<file path="src/rtl/sym_add_pkg.sv">
// sym_add_pkg: shared FSM state encoding and width helper for sym_add_acc.
//   state_t : ACC (accumulating a frame) / DONE (frame sum ready for the output register)
//   clog2   : ceiling log2, used to derive the accumulator/output width
package sym_add_pkg;

   typedef enum logic {
      ACC  = 1'b0,
      DONE = 1'b1
   } state_t;

   // Ceiling log2; clog2(1) = 0.
   function automatic int unsigned clog2(input int unsigned value);
      int unsigned result;
      result = 0;
      for (int unsigned i = 0; i < 32; i++) begin
         if ((64'd1 << i) < 64'(value)) result = i + 1;
      end
      return result;
   endfunction

endpackage

</file>
<file path="src/rtl/sym_add_stage.sv">
// sym_add_stage: mode-aware W -> W+1 extend-and-add with its pipeline register.
//   clk, rst_n : clock, async active-low reset
//   clear      : drop the registered pair (priority over load)
//   en         : pipeline advance; register holds when low
//   load       : a new pair is transferred this cycle
//   mode       : 1 = operands are two's complement, 0 = unsigned
//   a, b       : W-bit addends
//   s1_sum     : registered W+1-bit sum (lossless)
//   s1_mode    : mode the registered sum was formed in
//   s1_valid   : s1_sum holds a pair
module sym_add_stage
   import sym_add_pkg::*;
#(
   parameter int unsigned W = 8
) (
   input  logic         clk,
   input  logic         rst_n,
   input  logic         clear,
   input  logic         en,
   input  logic         load,
   input  logic         mode,
   input  logic [W-1:0] a,
   input  logic [W-1:0] b,
   output logic [W:0]   s1_sum,
   output logic         s1_mode,
   output logic         s1_valid
);

   logic [W:0] w_a_ext;
   logic [W:0] w_b_ext;

   // One extra bit is enough to hold the sum of two W-bit values in either mode.
   assign w_a_ext = mode ? {a[W-1], a} : {1'b0, a};
   assign w_b_ext = mode ? {b[W-1], b} : {1'b0, b};

   // Stage-1 register; holds while the pipeline is stalled.
   always_ff @(posedge clk or negedge rst_n) begin
      if (!rst_n) begin
         s1_sum   <= '0;
         s1_mode  <= 1'b0;
         s1_valid <= 1'b0;
      end else if (clear) begin
         s1_valid <= 1'b0;
      end else if (en) begin
         s1_valid <= load;
         if (load) begin
            s1_sum  <= w_a_ext + w_b_ext;
            s1_mode <= mode;
         end
      end
   end

endmodule

</file>
<file path="src/rtl/sym_add_acc.sv">
// sym_add_acc: pipelined pairwise adder that sums ACC_LEN operand pairs per frame.
//   sys_clk, sys_rst_n  : clock, async active-low reset
//   clear               : synchronous frame abort (wins over a same-cycle input transfer)
//   signed_mode         : operand mode, latched on the first transfer of each frame
//   in_valid/in_ready   : input handshake for d1/d2
//   d1, d2              : W-bit addends
//   out_valid/out_ready : output handshake for sum_out
//   sum_out             : OW-bit frame sum
//   sum_signed          : mode sum_out was computed in
//   sat                 : sum_out was clamped
// Macro SYM_ADD_SAT_EN: when defined, the frame sum is clamped to the W-bit range
// of its mode and sat reports clamping; otherwise the sum is full precision, sat = 0.
module sym_add_acc
   import sym_add_pkg::*;
#(
   parameter  int unsigned W       = 8,
   parameter  int unsigned ACC_LEN = 4,
   localparam int unsigned OW      = W + 1 + clog2(ACC_LEN)
) (
   input  logic          sys_clk,
   input  logic          sys_rst_n,
   input  logic          clear,
   input  logic          signed_mode,
   input  logic          in_valid,
   output logic          in_ready,
   input  logic [W-1:0]  d1,
   input  logic [W-1:0]  d2,
   output logic          out_valid,
   input  logic          out_ready,
   output logic [OW-1:0] sum_out,
   output logic          sum_signed,
   output logic          sat
);

   localparam int unsigned CW = clog2(ACC_LEN) + 1;

   logic          w_fire_in;
   logic          w_in_mode;
   logic [CW-1:0] r_in_cnt;
   logic          r_in_mode;

   logic [W:0]    w_s1_sum;
   logic          w_s1_mode;
   logic          w_s1_valid;
   logic [OW-1:0] w_s1_ext;

   state_t        r_state;
   state_t        w_state_nxt;
   logic [CW-1:0] r_cnt;
   logic [CW-1:0] w_cnt_nxt;
   logic [CW-1:0] w_cnt_base;
   logic [OW-1:0] r_acc;
   logic [OW-1:0] w_acc_nxt;
   logic [OW-1:0] w_acc_base;
   logic          r_acc_mode;
   logic          w_acc_mode_nxt;
   logic          w_load;

   logic [OW-1:0] w_out_sum;
   logic          w_out_sat;

   // Whole pipeline advances unless a held result is waiting on the consumer.
   assign in_ready  = !(out_valid && !out_ready);
   assign w_fire_in = in_valid && in_ready;

   // First pair of a frame takes the live mode; later pairs use the latched one.
   assign w_in_mode = (r_in_cnt == '0) ? signed_mode : r_in_mode;

   // Input-side frame position, used only to latch the frame mode.
   always_ff @(posedge sys_clk or negedge sys_rst_n) begin
      if (!sys_rst_n) begin
         r_in_cnt  <= '0;
         r_in_mode <= 1'b0;
      end else if (clear) begin
         r_in_cnt  <= '0;
      end else if (w_fire_in) begin
         if (r_in_cnt == '0) r_in_mode <= signed_mode;
         r_in_cnt <= (r_in_cnt == CW'(ACC_LEN - 1)) ? '0 : r_in_cnt + CW'(1);
      end
   end

   sym_add_stage #(
      .W (W)
   ) u_stage (
      .clk      (sys_clk),
      .rst_n    (sys_rst_n),
      .clear    (clear),
      .en       (in_ready),
      .load     (w_fire_in),
      .mode     (w_in_mode),
      .a        (d1),
      .b        (d2),
      .s1_sum   (w_s1_sum),
      .s1_mode  (w_s1_mode),
      .s1_valid (w_s1_valid)
   );

   assign w_s1_ext = w_s1_mode ? OW'($signed(w_s1_sum)) : OW'(w_s1_sum);

   // Stage 2 next state: DONE hands the finished sum to the output register and
   // restarts from zero, so the next frame's first pair is absorbed in the same cycle.
   always_comb begin
      w_state_nxt    = r_state;
      w_cnt_nxt      = r_cnt;
      w_acc_nxt      = r_acc;
      w_acc_mode_nxt = r_acc_mode;
      w_cnt_base     = r_cnt;
      w_acc_base     = r_acc;
      w_load         = 1'b0;
      if (clear) begin
         w_state_nxt    = ACC;
         w_cnt_nxt      = '0;
         w_acc_nxt      = '0;
         w_acc_mode_nxt = 1'b0;
      end else if (in_ready) begin
         if (r_state == DONE) begin
            w_load      = 1'b1;
            w_cnt_base  = '0;
            w_acc_base  = '0;
            w_state_nxt = ACC;
         end
         w_cnt_nxt = w_cnt_base;
         w_acc_nxt = w_acc_base;
         if (w_s1_valid) begin
            if (w_cnt_base == '0) w_acc_mode_nxt = w_s1_mode;
            w_acc_nxt = w_acc_base + w_s1_ext;
            if (w_cnt_base == CW'(ACC_LEN - 1)) begin
               w_cnt_nxt   = '0;
               w_state_nxt = DONE;
            end else begin
               w_cnt_nxt = w_cnt_base + CW'(1);
            end
         end
      end
   end

   // FSM, count and accumulator registers.
   always_ff @(posedge sys_clk or negedge sys_rst_n) begin
      if (!sys_rst_n) begin
         r_state    <= ACC;
         r_cnt      <= '0;
         r_acc      <= '0;
         r_acc_mode <= 1'b0;
      end else begin
         r_state    <= w_state_nxt;
         r_cnt      <= w_cnt_nxt;
         r_acc      <= w_acc_nxt;
         r_acc_mode <= w_acc_mode_nxt;
      end
   end

`ifdef SYM_ADD_SAT_EN
   localparam logic [OW-1:0] SMAX = {{(OW - W + 1){1'b0}}, {(W - 1){1'b1}}};
   localparam logic [OW-1:0] SMIN = {{(OW - W + 1){1'b1}}, {(W - 1){1'b0}}};
   localparam logic [OW-1:0] UMAX = {{(OW - W){1'b0}}, {W{1'b1}}};

   // Clamp to the W-bit range of the frame mode; unsigned sums are never negative.
   always_comb begin
      w_out_sum = r_acc;
      w_out_sat = 1'b0;
      if (r_acc_mode) begin
         if ($signed(r_acc) > $signed(SMAX)) begin
            w_out_sum = SMAX;
            w_out_sat = 1'b1;
         end else if ($signed(r_acc) < $signed(SMIN)) begin
            w_out_sum = SMIN;
            w_out_sat = 1'b1;
         end
      end else if (r_acc > UMAX) begin
         w_out_sum = UMAX;
         w_out_sat = 1'b1;
      end
   end
`else
   assign w_out_sum = r_acc;
   assign w_out_sat = 1'b0;
`endif

   // Output register: loaded from DONE, released by the consumer.
   always_ff @(posedge sys_clk or negedge sys_rst_n) begin
      if (!sys_rst_n) begin
         out_valid  <= 1'b0;
         sum_out    <= '0;
         sum_signed <= 1'b0;
         sat        <= 1'b0;
      end else if (clear) begin
         out_valid  <= 1'b0;
      end else if (w_load) begin
         out_valid  <= 1'b1;
         sum_out    <= w_out_sum;
         sum_signed <= r_acc_mode;
         sat        <= w_out_sat;
      end else if (out_ready) begin
         out_valid  <= 1'b0;
      end
   end

endmodule

</file>
<file path="config.mk">
export PLATFORM = sky130hd
export DESIGN_NAME = sym_add_acc
export DESIGN_NICKNAME = d
export VERILOG_FILES = /design/src/rtl/sym_add_pkg.sv /design/src/rtl/sym_add_stage.sv /design/src/rtl/sym_add_acc.sv
export SDC_FILE = /design/constraint.sdc
export NUM_CORES = 1
export LEC_CHECK = 0
export CORE_ASPECT_RATIO = 2
export CORE_MARGIN = 3
export CORE_UTILIZATION = 40
export DETAILED_ROUTE_END_ITERATION = 8
export DONT_BUFFER_PORTS = 1
export SLEW_MARGIN = 40
export SYNTH_ARGS = -nofsm -noshare
export SYNTH_HDL_FRONTEND = slang
export SYNTH_HIERARCHICAL = 1
export SYNTH_SLANG_ARGS = --single-unit
</file>
<file path="constraint.sdc">
create_clock -name sys_clk -period 5.7 [get_ports sys_clk]
set_clock_uncertainty 0.1 [all_clocks]
set_input_delay 1.14 -clock sys_clk [delete_from_list [all_inputs] [get_ports sys_clk]]
set_output_delay 1.14 -clock sys_clk [all_outputs]
set_load 0.02 [all_outputs]
</file>
Yosys cells after proc, flatten, opt, wreduce, memory -nomap -nowiden
Cells that the tools add are included.
W data, S select, Z words.
{"block": "op_classes", "n_bitwise": 2, "eq_ne": 3, "mux": 36, "n_addsub": 4, "reduce_logical": 14}
{"operator": "$mux W11", "count": 7}
{"operator": "$mux W3", "count": 10}
{"operator": "$mux W9", "count": 2}
{"operator": "$mux W1", "count": 17}
{"operator": "$add A11 B11 Y11", "count": 1}
{"operator": "$add A9 B9 Y9", "count": 1}
{"operator": "$add A3 B1 Y3 const B", "count": 2}
{"operator": "$eq A3 B2 Y1 const B", "count": 2}
{"operator": "$logic_not A3 Y1", "count": 2}
{"operator": "$reduce_and A3 Y1", "count": 2}
{"operator": "$reduce_bool A2 Y1", "count": 3}
{"operator": "$reduce_and A2 Y1", "count": 2}
{"operator": "$reduce_bool A3 Y1", "count": 1}
{"operator": "$logic_and A1 B1 Y1", "count": 2}
{"operator": "$logic_not A1 Y1", "count": 2}
{"operator": "$ne A2 B2 Y1 const B", "count": 1}
{"operator": "$not A1 Y1", "count": 2}
{"block": "word_totals", "inputBits": 22, "wordCells": 71, "output_inout_bits": 15, "regBits": 44}

Depth between registers and ports, before layout
Gate-level depths: netlist (run 1).
{"block": "depth", "ltp_word": 9, "depth_mapped": 12, "mapped_depth_nobuf": 10}

By module
The synthesis (run 1) kept the hierarchy.
{"mod": "sym_add_acc", "seq_area_each_um2": 825.8, "cells_per_inst": 235, "instances": 1, "area_per_inst_um2": 2184.6}
{"mod": "sym_add_stage", "seq_area_each_um2": 275.3, "cells_per_inst": 78, "instances": 1, "area_per_inst_um2": 772.0}

Least setup slack after synthesis (run 1)
Ideal clock, no wire load.
{"block": "synth_timing", "path_kind": "input -> output", "from": "input port out_ready", "to": "output port in_ready", "path_buffers": 1, "path_slack_ns": 2.647, "path_stages": 3, "required_time_ns": 4.460, "arrival_time_ns": 1.813, "cell_sequence": "nor2b_1 > inv_1 > clkbuf_1"}
{"block": "synth_between", "elab_chain_len": 3}
{"element": "from (decl)", "line_no": "sym_add_acc.sv:29", "source": "input logic out_ready,"}
{"element": "$logic_not A1 Y1", "line_no": "sym_add_acc.sv:63", "source": "assign in_ready = !(out_valid && !out_ready);"}
{"element": "$logic_and A1 B1 Y1", "line_no": "sym_add_acc.sv:63"}
{"element": "$logic_not A1 Y1", "line_no": "sym_add_acc.sv:63"}
{"element": "to (decl)", "line_no": "sym_add_acc.sv:25", "source": "output logic in_ready,"}
Every way passes these cells.

Worst setup path in the final report (run 1)
{"block": "layout_timing", "from": "input port out_ready", "to": "register u_stage.s1_sum[7]"}
{"block": "layout_between", "elab_chain_len": 5, "word_cells_on_any_way": 6, "cone_classes": "bitwise (1); reduce/logical (5)"}
{"element": "$logic_not A1 Y1", "line_no": "sym_add_acc.sv:63"}
{"element": "$logic_and A1 B1 Y1", "line_no": "sym_add_acc.sv:63"}
{"element": "$logic_not A1 Y1", "line_no": "sym_add_acc.sv:63"}
{"element": "net in_ready", "line_no": "sym_add_acc.sv:25"}
{"element": "$logic_and A1 B1 Y1", "line_no": "sym_add_acc.sv:64", "source": "assign w_fire_in = in_valid && in_ready;"}
{"element": "net w_fire_in", "line_no": "sym_add_acc.sv:37", "source": "logic w_fire_in;"}
{"element": "$reduce_and A3 Y1 (no line)"}
{"element": "to (signal assigned)", "line_no": "sym_add_stage.sv:47", "source": "s1_sum <= w_a_ext + w_b_ext;"}
{"element": "to (decl)", "line_no": "sym_add_stage.sv:24", "source": "output logic [W:0] s1_sum,"}
The timed path passes the listed nets, and every way through them passes these cells.
A chain may end at the register's enable or synchronous reset.

==> metrics, run 1 <==
gr usage total=0.175; n_diodes=0; row count=43; Setup Buffers After CTS=0; Remaining DRCs=0; TritonCTS Sinks=44; Post-synth EDFFs=0; sequential share of power=0.444; sequential fraction of the synthesis area=0.372; Crit Path Category=input pin to register; reg2reg start=r_state$_DFFE_PN0P_; most frequent cells after synthesis=dfrtp_1 (44), nand2_1 (32), a21oi_1 (24); final setup fails=0; syn_nets=354; Worst Hold Class=register to register; fill count=703; RSZ-0062 raised after global routing=false; Power, Total=0.000866 W; WL per Instance=16.7 microns; GRT Residual Overflow=0; vias in the first global route=2343; Switching Fraction=0.306; Hold-fix buffers, CTS=0; Die X=66.8 microns; drt pass-1 iters=5; worst-skew pair later-pin latency=290 ps; DR vias/cell=5.79; first-pass GRT wire length=11.2 mm; CP max FO=18; Synth top area share=0.372; H-tree levels=2; Die Area=8520 sq um; Final period util=0.533; CTS tree=built; internal power=0.000601 W; Max-cap violations=0; cell accounting for the most synthesized area=dfrtp_1; setup_tns=0 ps; synthesized area=2960 sq um; Slew Viols, Final=0; Syn Inst Count=313; reg2reg setup slack=2830 ps; Longest Clk Path Bufs=2; CP Launch Point=out_ready; Yosys reg bits=44; power density cells=275 nW/um^2; ys flop type=dfrtp_1; Worst R2R End=r_acc[8]$_DFFE_PN0P_; top-count cell post-synth=dfrtp_1; Nets=346; Mapped Avg Cell Area=9.45 sq um; RePlAce Congestion=0.860; crit path time final=3040 ps; Max Clk Rate=0.329 GHz; Crit. End Element=register; Worst Tran Pin Value=743 ps; final WL=6.62 mm; antenna violations before repair=0; clock root buffer master=clkbuf_16; R2R depth=10; dpl hpwl=5.07 mm; Comb power frac=0.215; Num CTS Buffers=5; Worst VDD drop=135 uV; sw power=0.000265 W; Setup crit end=u_stage/s1_sum[7]$_DFFE_PN0P_; CP required=5830 ps; share of cells above drive strength 1=0.137; Leak=1.41 nW; Starting Density=0.419; Synth-to-Final Area Change=6.35%; pin count of the biggest net entering global routing=45; post_cts resized=0; Vias=2292; clock-pin slew on the worst setup and hold paths=60 ps; FFs w/ async S/R, synth=1.00; number of I/O pins=37; Netlist cell types=66; hold slack=403 ps; DR iter-0 viols=38; Worst slew margin=0.503; CP Launch Type=input pin; Syn. warnings=6; Clock power frac=0.341; Routed Antenna Nets=0; core footprint=7050 sq um; Arrival @ worst endpoint=3170 ps; IO Port Bufs=0; die height=128 microns; largest cells by area after synthesis=dfrtp_1 (37%), ha_1 (7.2%), mux2_2 (5.0%), xnor2_1 (4.1%), a21oi_1 (4.1%); outcome=finished clean; count of final hold-check violations=0
metrics by stage:
step           utilization  instances  worst slack (ps)  area, sq um
3_5_place_dp         0.425        388              2340         2990
5_1_grt              0.446        396              2420         3140
3_3_place_gp         0.425        388              2400         2990
4_1_cts              0.446        396              2630         3140
2_1_floorplan            -        313              2650         2960
6_report             0.446        396              2660         3140
area by class of cell:
cell class	instances	area [sq um]	share of cell area
well taps	90	113	0.0358
flip-flops and latches	44	1100	0.351
clock buffers	6	139	0.0442
inverters	19	71.3	0.0227
clock inverters	2	10.0	0.00318
multi-input cells	235	1710	0.544
layout by cell type, fill, tap and decap left out, types with 4 or more instances in the layout:
cell type / count
nor3_1: 4
nor2b_1: 9
clkbuf_16: 5
a22o_1: 4
o211ai_1: 6
nor2_1: 23
o21ai_0: 12
inv_1: 19
a21oi_1: 24
ha_1: 17
xnor2_1: 14
and2_1: 5
mux2_2: 13
nand2_1: 32
dfrtp_1: 43
power by group through the flow:
stage                     sequential [W]  combinational [W]  clock (W)
after floorplan                 0.000362           0.000181          0
after global placement          0.000388           0.000183          0
after detailed placement        0.000389           0.000188          0
after CTS                       0.000384           0.000188   0.000305
after global routing            0.000390           0.000212   0.000313
final                           0.000384           0.000186   0.000296
metal layers:
layer / up-vias / track usage / part of all wire
met5: - / 0 / 0
met4: 0 / 0.105 / 0.049
met3: 21 / 0.0325 / 0.044
met2: 54 / 0.318 / 0.55
met1: 1113 / 0.176 / 0.36
li1: 1104 / - / -
worst min path at each step:
stage	start	endpoint	cells past startpoint	slack [ps]
after floorplan	u_stage/s1_sum[6]$_DFFE_PN0P_	u_stage/s1_sum[6]$_DFFE_PN0P_	2	340
after global placement	u_stage/s1_sum[1]$_DFFE_PN0P_	u_stage/s1_sum[1]$_DFFE_PN0P_	2	400
after detailed placement	u_stage/s1_sum[0]$_DFFE_PN0P_	u_stage/s1_sum[0]$_DFFE_PN0P_	2	390
after CTS	u_stage/s1_sum[0]$_DFFE_PN0P_	u_stage/s1_sum[0]$_DFFE_PN0P_	2	410
after global routing	sys_rst_n	out_valid$_DFFE_PN0P_	0	430
final	u_stage/s1_sum[0]$_DFFE_PN0P_	u_stage/s1_sum[0]$_DFFE_PN0P_	2	400
state kept, by name (all words and copies together), names as in the netlist:
signal	count
r_acc_mode	1
r_in_mode	1
u_stage/s1_mode	1
r_in_cnt	3
r_state	1
u_stage/s1_valid	1
u_stage/s1_sum	9
r_cnt	3
r_acc	11
sum_signed	1
out_valid	1
sum_out	11
logic make-up after synthesis:
family                     count (synthesis)  share of synthesized area
adders and majority gates                 20                     0.0893
buffers and inverters                     34                     0.0495
and+or+nand+nor                           91                      0.152
DFF                                       44                      0.372
other                                      1                    0.00127
muxes                                     15                     0.0563
xor gates and xnor gates                  16                     0.0474
AOI/OAI and AO/OA                         92                      0.232
worst max-delay path: stages:
cell,delay [ps]
nor2b_1,60
inv_1,550
nand2_1,210
inv_1,210
nand3b_2,300
or4_1,600
nand3_1,80
(Power assumes the default switching activity.)
==> inputs of run 2 (changes only) <==
clock period = 2.5 ns   (was 5.7 ns; I/O delays follow)
==> metrics, run 2 (same netlist as run 1, synthesis figures left out) <==
routing usage on met3=0.0325 (unchanged); drt pass-1 iters=4 (-1); CP required=2580 ps (-3250 ps); Starting Density=0.419 (unchanged); most common cell after layout, fill and taps aside=dfrtp_1; reg2reg setup slack=40 ps (-2790 ps); Max Clk Rate=0.407 GHz; pre-CTS WS=43.7 ps (-2290 ps); Worst Tran Pin Value=550 ps (-194 ps); worst-skew pair later-pin latency=290 ps (about the same); Arrival @ worst endpoint=2540 ps (-630 ps); GRT Residual Overflow=0 (unchanged); Worst Hold Class=input pin to register; CTS tree=built; Vias=2303 (+0.48%); met1 Use GR=0.176 (about the same); final setup fails=0 (unchanged); Synth-to-Final Area Change=11.6%; DP Area=3080 sq um (+2.9%); Longest Clk Path Bufs=2 (unchanged); setup_tns=0 ps (unchanged); Nets=359 (+3.8%); Worst slew margin=0.630 (+0.127); post-layout util=0.468 (+0.0218); Crit. End Element=register; die height=128 microns (unchanged); Die Area=8520 sq um (unchanged); count of final hold-check violations=0 (unchanged); pin count of the biggest net entering global routing=45 (unchanged); WL per Instance=16.4 microns (-2.0%); Final Instance Area=3300 sq um (+4.9%); share of cells above drive strength 1=0.198 (+0.0609); leading cell types in the layout, fill and taps excluded=dfrtp_1 (44), nand2_1 (31), nor2_1 (23); Num CTS Buffers=5 (unchanged); Routed Antenna Nets=0 (unchanged); clock-pin slew on the worst setup and hold paths=60 ps (about the same); Die X=66.8 microns (unchanged); gr busiest metal=met2; hold slack=168 ps (-234 ps); antenna violations before repair=0 (unchanged); IO Port Bufs=0 (unchanged); vias in the first global route=2351 (+0.34%); DR vias/cell=5.64 (-2.5%); dpl hpwl=5.12 mm (+1.1%); Leak=1.47 nW (+4.5%); crit path time final=2460 ps; TritonCTS Sinks=44 (unchanged); Slew Viols, Final=0 (unchanged); row count=43 (unchanged); Top Registers=r_acc: 11 flops, sum_out: 11 flops, u_stage/s1_sum: 9 flops; Remaining DRCs=0 (unchanged); setup slack after layout=44.3 ps (-2620 ps); Max-cap violations=0 (unchanged); RSZ-0062 raised after global routing=true; Worst VDD drop=258 uV (+91%); Final period util=0.982; gr usage total=0.174 (-0.00104); met2 Track Usage GR=0.318 (unchanged); CP max FO=5 (-13); outcome=finished clean; number of I/O pins=37 (unchanged); RePlAce Congestion=0.799 (-7.1%); H-tree levels=2 (unchanged); power density cells=602 nW/um^2 (+120%); core footprint=7050 sq um (unchanged); Crit Path Category=register to register; final WL=6.68 mm (+0.92%); DR iter-0 viols=43 (+13%); clock root buffer master=clkbuf_16; CP Launch Type=register; first-pass GRT wire length=11.2 mm (+0.19%); n_diodes=0 (unchanged)
[run 2: critical path, cell delays in order (launching register included)]
cell and delay (ps):
dfrtp_1 420, nor2b_1 140, ha_2 200, buf_6 110
a211oi_4 60, buf_4 150, a31o_1 190, maj3_2 340
o211ai_1 200, a31oi_1 130, xnor2_1 140, a22o_1 170
[run 2: metrics by stage]
stage	total power, W	std cells
after global routing	0.00210	408
final	0.00199	408
after global placement	0.00131	397
after detailed placement	0.00132	397
after CTS	0.00200	406
after floorplan	0.00125	313
[run 2: area by class of cell]
class	count	area, sq um
clock inverters	2	12.5
well taps	90	113
multi-input cells	235	1750
repair buffers	13	124
fillers	672	3750
inverters	19	71.3
flip-flops and latches	44	1100
clock buffers	5	125
[run 2: where the power goes]
part	switching, W	internal (W)
Sequential	0.000106	0.000774
Clock	0.000273	0.000363
Combinational	0.000245	0.000226
Total	0.000624	0.00136
[run 2: path summary, 6_finish.rpt]
check | from | to | cells after the start
worst max-delay path | r_state$_DFFE_PN0P_ | r_acc[9]$_DFFE_PN0P_ | 11
worst min-delay path | clear | r_acc[2]$_DFFE_PN0P_ | 1
worst max register to register | r_state$_DFFE_PN0P_ | r_acc[9]$_DFFE_PN0P_ | 11
worst min register to register | r_acc_mode$_DFFE_PN0P_ | sum_signed$_DFFE_PN0P_ | 1
max in group asynchronous | sys_rst_n | r_in_mode$_DFFE_PN0P_ | 2
min in group asynchronous | sys_rst_n | sum_out[2]$_DFFE_PN0P_ | 2
[run 2: timing repair]
item | 4_1_cts | 5_1_grt
gates resized for setup | 0 | 5
hold buffers | 2 | 0
endpoints found under the setup margin | 0 | 5
endpoints found under the hold margin | 44 | 0
buffers inserted | 0 | 2
[run 2: layer usage]
layer,vias up,wire length [microns]
li1,1131,-
met1,1115,2510
met2,41,3680
met3,16,228
met5,-,0
met4,0,261
